<file path="src/rtl/uart_tx_arbiter.sv">
// uart_tx_arbiter: four-way byte arbiter feeding a single UART transmitter.
// Round-robin selection, frame locking with an idle timeout, and one byte
// paced every 10*CLOCKS_PER_BAUD clocks.
//
// state    | meaning
// ---------+-------------------------------------------------------------
// ST_IDLE  | arbitrating; req_ready_o may strobe for the selected requester
// ST_SEND  | write_o pulse to the transmitter with the captured byte
// ST_WAIT  | pacing the rest of the byte frame before the next accept
module uart_tx_arbiter #(
  parameter int CLOCKS_PER_BAUD = 104,
  parameter int LOCK_TIMEOUT    = 65535
) (
  input  logic        clock,
  input  logic        reset,
  input  logic [3:0]  req_valid_i,
  input  logic [31:0] req_data_i,
  input  logic [3:0]  req_last_i,
  output logic [3:0]  req_ready_o,
  output logic        write_o,
  output logic [7:0]  data_o,
  output logic [1:0]  grant_o,
  output logic        busy_o
);

  localparam int FRAME = 10 * CLOCKS_PER_BAUD;
  localparam int WW    = $clog2(FRAME + 1);
  localparam int TW    = (LOCK_TIMEOUT > 0) ? $clog2(LOCK_TIMEOUT + 1) : 1;
  // Counter counts down to 0 inclusive, giving FRAME-2 WAIT cycles.
  localparam logic [WW-1:0] WAIT_LOAD = WW'(FRAME - 3);

  typedef enum logic [1:0] {ST_IDLE, ST_SEND, ST_WAIT} state_t;

  state_t          state;
  logic            lock_vld;
  logic [1:0]      lock_own;
  logic [WW-1:0]   wait_cnt;
  logic [TW-1:0]   to_cnt;
  logic            sel_found;
  logic [1:0]      sel_idx;
  logic            accept;

  // Pick the eligible requester: the lock owner only, or round-robin from grant_o+1.
  always_comb begin
    logic [1:0] idx;
    sel_found = 1'b0;
    sel_idx   = 2'd0;
    idx       = 2'd0;
    if (lock_vld) begin
      if (req_valid_i[lock_own]) begin
        sel_found = 1'b1;
        sel_idx   = lock_own;
      end
    end else begin
      // Iterate from the farthest offset down so the nearest offset wins.
      for (int k = 4; k >= 1; k--) begin
        idx = grant_o + 2'(k);
        if (req_valid_i[idx]) begin
          sel_found = 1'b1;
          sel_idx   = idx;
        end
      end
    end
  end

  // Accept strobe is combinational and suppressed while reset is held.
  always_comb begin
    req_ready_o = 4'b0000;
    if (state == ST_IDLE && sel_found && !reset)
      req_ready_o = 4'b0001 << sel_idx;
  end

  assign accept = |req_ready_o;

  // Main sequencer: arbitration, byte capture, pacing and lock timeout.
  always_ff @(posedge clock or posedge reset) begin
    if (reset) begin
      state    <= ST_IDLE;
      write_o  <= 1'b0;
      data_o   <= 8'h00;
      grant_o  <= 2'd3;
      busy_o   <= 1'b0;
      lock_vld <= 1'b0;
      lock_own <= 2'd0;
      wait_cnt <= '0;
      to_cnt   <= '0;
    end else begin
      write_o <= 1'b0;
      case (state)
        ST_IDLE: begin
          if (accept) begin
            data_o   <= req_data_i[{sel_idx, 3'b000} +: 8];
            grant_o  <= sel_idx;
            lock_vld <= ~req_last_i[sel_idx];
            lock_own <= sel_idx;
            to_cnt   <= '0;
            write_o  <= 1'b1;
            busy_o   <= 1'b1;
            state    <= ST_SEND;
          end else if (lock_vld && LOCK_TIMEOUT != 0) begin
            // No accept while locked means the owner is not presenting a byte.
            if (to_cnt == TW'(LOCK_TIMEOUT)) begin
              lock_vld <= 1'b0;
              to_cnt   <= '0;
            end else begin
              to_cnt <= to_cnt + 1'b1;
            end
          end else begin
            to_cnt <= '0;
          end
        end
        ST_SEND: begin
          to_cnt   <= '0;
          wait_cnt <= WAIT_LOAD;
          state    <= ST_WAIT;
        end
        ST_WAIT: begin
          to_cnt <= '0;
          if (wait_cnt == '0) begin
            busy_o <= 1'b0;
            state  <= ST_IDLE;
          end else begin
            wait_cnt <= wait_cnt - 1'b1;
          end
        end
        default: begin
          busy_o <= 1'b0;
          state  <= ST_IDLE;
        end
      endcase
    end
  end

endmodule

</file>
<file path="config.mk">
export PLATFORM = sky130hd
export DESIGN_NAME = uart_tx_arbiter
export DESIGN_NICKNAME = d
export VERILOG_FILES = /design/src/rtl/uart_tx_arbiter.sv
export SDC_FILE = /design/constraint.sdc
export NUM_CORES = 1
export LEC_CHECK = 0
export ABC_AREA = 1
export BUFFER_PORTS_ARGS = -buffer_cell sky130_fd_sc_hd__buf_2
export CAP_MARGIN = 20
export CORE_ASPECT_RATIO = 2
export CORE_MARGIN = 2
export CORE_UTILIZATION = 25
export DETAILED_ROUTE_END_ITERATION = 6
export GPL_ROUTABILITY_DRIVEN = 0
export GPL_TIMING_DRIVEN = 0
export HOLD_SLACK_MARGIN = 0.08
export PLACE_DENSITY_LB_ADDON = 0.25
export SLEW_MARGIN = 5
export SYNTH_ARGS = -nofsm -noshare
export SYNTH_HDL_FRONTEND = slang
export SYNTH_SLANG_ARGS = --single-unit
export TNS_END_PERCENT = 30
</file>
<file path="constraint.sdc">
create_clock -name clock -period 5.45 [get_ports clock]
set_input_delay 0.2725 -clock clock [delete_from_list [all_inputs] [get_ports clock]]
set_output_delay 0.2725 -clock clock [all_outputs]
set_load 0.01 [all_outputs]
</file>
; ---- After elaboration in Yosys (flattened, before gate mapping)
; Cells that the tools add are included.
[totals]
register_bits = 44
[classes]
n_bitwise = 2
reduce_logical = 13
n_eq_ne = 6
shifts = 2
muxes = 42
n_addsub = 5
magnitude_cmp = 6
[ops]
columns = operator, n
row1 = 2-to-1 mux 16 bit, 3
row2 = case mux 16 bit (2 select lines), 1
row3 = indexed part select 32 x 6 -> 8 bit, 1
row4 = case mux 11 bit (2 select lines), 1
row5 = 2-to-1 mux 1 bit, 19
row6 = "less-than comparator 2 x 3 -> 1 bit, second input constant", 6
row7 = "adder 16 x 1 -> 16 bit, second input constant", 1
row8 = "equality test 16 bit, second input constant", 1
row9 = 2-to-1 mux 2 bit, 8
row10 = binary-select mux 1 bit (select 2 bit), 6
row11 = logical NOT 11 bit, 1
row12 = 2-to-1 mux 11 bit, 1
row13 = "subtractor 11 x 1 -> 11 bit, second input constant", 1
row14 = "inequality test 2 bit, second input constant", 3
row15 = case mux 2 bit (3 select lines), 1
row16 = AND reduction 2 bit, 3
row17 = "adder 2 bit, second input constant", 2
row18 = 2-to-1 mux 4 bit, 1
row19 = nonzero test 2 bit, 2
row20 = OR reduction 4 bit, 1
row21 = "left shift 1 x 2 -> 4 bit, first input constant", 1
row22 = case mux 1 bit (3 select lines), 1
row23 = AND reduction 3 bit, 1
row24 = "adder 2 x 1 -> 2 bit, second input constant", 1
row25 = other kinds (7), 9

; ---- Logic depth before layout (Yosys ltp)
[depth]
ltp_word = 13
mapped_depth = 17
depth_no_buf = 15

; ---- Worst setup path after synthesis
; No wires, ideal clock.
[synth_path]
path_kind = register -> output
from = register grant_o[0]
to = output port req_ready_o[1]
stages_incl_launch_ff = 15
path_buffers = 2
t_required_ns = 5.178
arrival_ns = 1.755
path_slack_ns = 3.422
path_cell_list = dfstp_2 buf_6 inv_6 nand2_2 nand2_2 nand2_1 nand2_1 nand2_2 nand2_1 nand2_2 nand3_4 nand2_4 buf_6 nand2_1 nor2_1
[synth_between]
elab_chain_len = 10
[synth_rtl]
columns = item, line_no
row1 = start: declaration, 22  ; output logic [1:0] grant_o,
row2 = start signal: assignment, 93  ; grant_o <= sel_idx;
row3 = adder 2 bit / binary-select mux 1 bit (select 2 bit) (equally long branches), "57, 58"
row4 = binary-select mux 1 bit (select 2 bit) / 2-to-1 mux 1 bit (equally long branches), 58  ; if (req_valid_i[idx]) begin
row5 = 2-to-1 mux 1 bit (not written as such), 58
row6 = 2-to-1 mux 1 bit (3 in series), 58
row7 = 2-to-1 mux 1 bit, 49  ; if (lock_vld) begin
row8 = logical AND 1 bit (2 in series), 69  ; if (state == ST_IDLE && sel_found && !reset)
row9 = 2-to-1 mux 4 bit (*), 69
row10 = end: declaration, 19  ; output logic [3:0] req_ready_o,
; Every way passes the cells marked *; elsewhere a longest branch is shown, timed or not. The select of a mux whose other input is x is not followed.

; ---- Worst setup path after layout
[layout_path]
from = register grant_o[0]
to = output port req_ready_o[3]
; Same word-level chain as after synthesis.

==> impl_results.md <==
- Critical Path Start Type: flop
- Wire length per cell: 12.8 um
- PortBufs: 57
- Final hold vios: 0
- GRT Total Usage: 0.129
- Initial antenna violation count: 0
- Final ANT Viol Nets: 0
- Mux share of post-synthesis cell area: 0.00782
- Unrepaired setup endpoints after global routing: false
- Critical Path RT: around 5.2 ns
- Floorplan core area: 11,300 um^2
- Fmax: 0.377 GHz
- Post-route DRC: 0
- Max_cap viols: 0
- Pwr dens: 521 nW/um^2
- Yosys reg bits: 44
- Most common library cells after synthesis: 98 x nand2_1, 63 x inv_1, 42 x dfrtp_1, 32 x nand3_1, 23 x nor2_1
- Cell taking the most area after synthesis: dfrtp_1
- Max-Slew Margin vs Limit: 0.667
- Unique masters post-synth: 41
- Leak Pwr: 1.76 nW
- Crit share post-route: 0.487
- First-pass GRT wire length: 12,700 um
- Clock sink count: 44
- Gate Count Post-Synth: 383
- R2R depth: 12
- R2r setup slk: 3.37 ns
- Overflow after GRT: 0
- Hold Path End: data_o[3]$_DFFE_PP0P_
- Synth top area share: 0.365
- Largest net degree at the start of global routing: 24
- Top cells by area, synth: dfrtp_1 37%, nand2_1 13%, inv_1 8.2%
- Ys flop type: dfrtp_1
- Measured slew at the worst slew-check pin: 0.498 ns
- Final wirelength: approximately 7600 um
- Cell area after synthesis: between 2000 and 3000 um^2
- Critical Path AT: approximately 2.4 ns
- Outcome: completed
- Clk_lat worst skew: roughly 0.28 ns
- Drt via density: 4.56
- Detailed-route via count: 2,698
- DPL Wire Length: 6000 um
- Simple-gate share of the synthesized area: 0.308
- VDD IR max: 204 uV
- CTS Buf Count: 5
- Net Count, Synth: 431
- Finished Layout Cells: 592
- R2R Path Start: wait_cnt[0]$_DFFE_PP0P_
- Critical R2R Capture: busy_o$_DFFE_PP0P_
- Crit. End Element: output pin
- Hold slack: 0.242 ns
- Clock Skew: 0.00384 ns
- Compound-Gate Fraction of Synth Area: 0.127
- # hold bufs at CTS: 1
- Drt pass-1 iters: 4
- Diode count: 0
- # IOs: 58
- Initial Util: 0.255
- Pins over their slew limit: 0
- Root Buffer: clkbuf_16
- Top-count cell post-synth: nand2_1
- Post-synthesis adder-cell area fraction: 0.0261
- Async S/R FF share, synth: 1.00
- Die Width: 79.9 um
- PostCTS Resize Cnt: 0
- Ys Warns: 0
- Die ar.: 12,400 um^2
- Critical path type: reg2out
- Xor and xnor area share after synthesis: 0.0335
- Placed Cells incl. Taps: between 500 and 600
- Hold path cells: 3
- Final setup violation count: 0
- Class of the worst hold path: in2reg
- Die Ht: 156 um
- Max incr delay on CP: approximately 0.54 ns
- # nets final: 497
- Clock transition at path regs: approximately 0.06 ns
- Post-route minimum period: 2.65 ns
- Synthesized area per cell: 7.52 um^2
- Worst-path cell chain: buf_6, inv_6, nand2_2, nand2_2, nand2_1, nand2_1, nand2_2, nand2_1, nand2_2, nand3_4, nand2_4, buf_6, nand2_1, nor2_1, buf_2
- CTS HTree Levels: 2
- Share of cells above drive strength 1: 0.236
- Area delta synth->final: 22.8%
- FP Rows: 55
- Hold Crit Start: req_data_i[19]
- Main combinational cell family by area after synthesis: simple AND/OR/NAND/NOR gates
- Post-CTS setup buffers: 0
- Critical path fanouts, max: 10
- CP max stage cell: dfstp_2
- DR iter-0 viols: 103
- Post-synth EDFFs: 0
- Vias in the first global route: about 2.8k
- Sequential share of the synthesized area: 0.383
- Deepest clock path buffer count: 2
- Setup TNS: 0 ns
- CTS tree: done
==> layer usage <==
| metal | part of all wire | GRT usage | vias to the layer above |
|---|---|---|---|
| met4 | 0.037 | 0.0589 | 0 |
| met5 | 0 | 0 | - |
| met3 | 0.029 | 0.0197 | 21 |
| met1 | 0.37 | 0.127 | 1266 |
| met2 | 0.56 | 0.250 | 53 |
| li1 | - | - | 1358 |
==> where the power goes <==
group	total [mW]	internal, mW	switching [mW]
registers	0.507	0.433	0.0736
clock network	0.339	0.216	0.124
logic	0.996	0.353	0.643
total	1.84	1.00	0.840
==> cell type report <==
cell class | count | area (um^2)
fillers | 1263 | 7750
multi-input cells | 262 | 1450
flip-flops and latches | 44 | 1100
repair buffers | 59 | 315
inverters | 71 | 274
well taps | 142 | 178
clock buffers | 6 | 129
plain buffers | 6 | 53.8
clock inverters | 2 | 35.0
==> flip-flops by register name, indices dropped and copies added, names as in the netlist <==
register,count
busy_o,1
data_o,8
grant_o,2
lock_own,2
lock_vld,1
state,2
to_cnt,16
wait_cnt,11
write_o,1
==> metrics by stage <==
step	power, mW	area (um^2)	setup slack [ns]	util
2_1_floorplan	1.25	2880	3.42	-
3_3_place_gp	1.50	3340	3.10	0.296
3_5_place_dp	1.52	3360	3.08	0.298
4_1_cts	1.87	3540	2.77	0.313
5_1_grt	2.02	3540	2.65	0.313
6_report	1.84	3540	2.80	0.313
==> worst max-delay path: cells and delay by family (launching register included) <==
kind	cells	cell delay, ns
simple gates	11	1.03
flops	1	0.54
buf+inv	4	0.51
==> logic make-up (layout without fill, tap and decap cells) <==
group / count (synthesis) / in the layout
DFF: 44 / 44
buffers and inverters: 77 / 144
and+or+nand+nor: 187 / 187
xor gates and xnor gates: 11 / 11
muxes: 1 / 1
adders and majority gates: 6 / 6
AOI/OAI and AO/OA: 57 / 57
==> worst max path at each step <==
| stage | endpoint | start | cells after the start |
|---|---|---|---|
| 3_5_place_dp | req_ready_o[3] | grant_o[0]$_DFFE_PP1P_ | 12 |
| 5_1_grt | req_ready_o[3] | grant_o[0]$_DFFE_PP1P_ | 15 |
| 6_report | req_ready_o[3] | grant_o[0]$_DFFE_PP1P_ | 15 |
| 3_3_place_gp | req_ready_o[3] | grant_o[0]$_DFFE_PP1P_ | 12 |
| 2_1_floorplan | req_ready_o[1] | grant_o[0]$_DFFE_PP1P_ | 14 |
| 4_1_cts | req_ready_o[3] | grant_o[0]$_DFFE_PP1P_ | 12 |
==> placed cells by master, fill, tap and decap left out, drive strengths merged, types with 5 or more instances in the layout <==
master  synthesis  final
clkbuf          1      7
nor2           27     27
xor2            8      8
o22ai           8      8
o21ai          22     22
buf             5     63
nand3          34     34
ha              6      6
a21oi           6      6
inv            71     71
o211ai         15     15
nand4           6      6
dfrtp          42     42
nor3            5      5
nand2         110    110
Power figures use the tool's default switching activity.
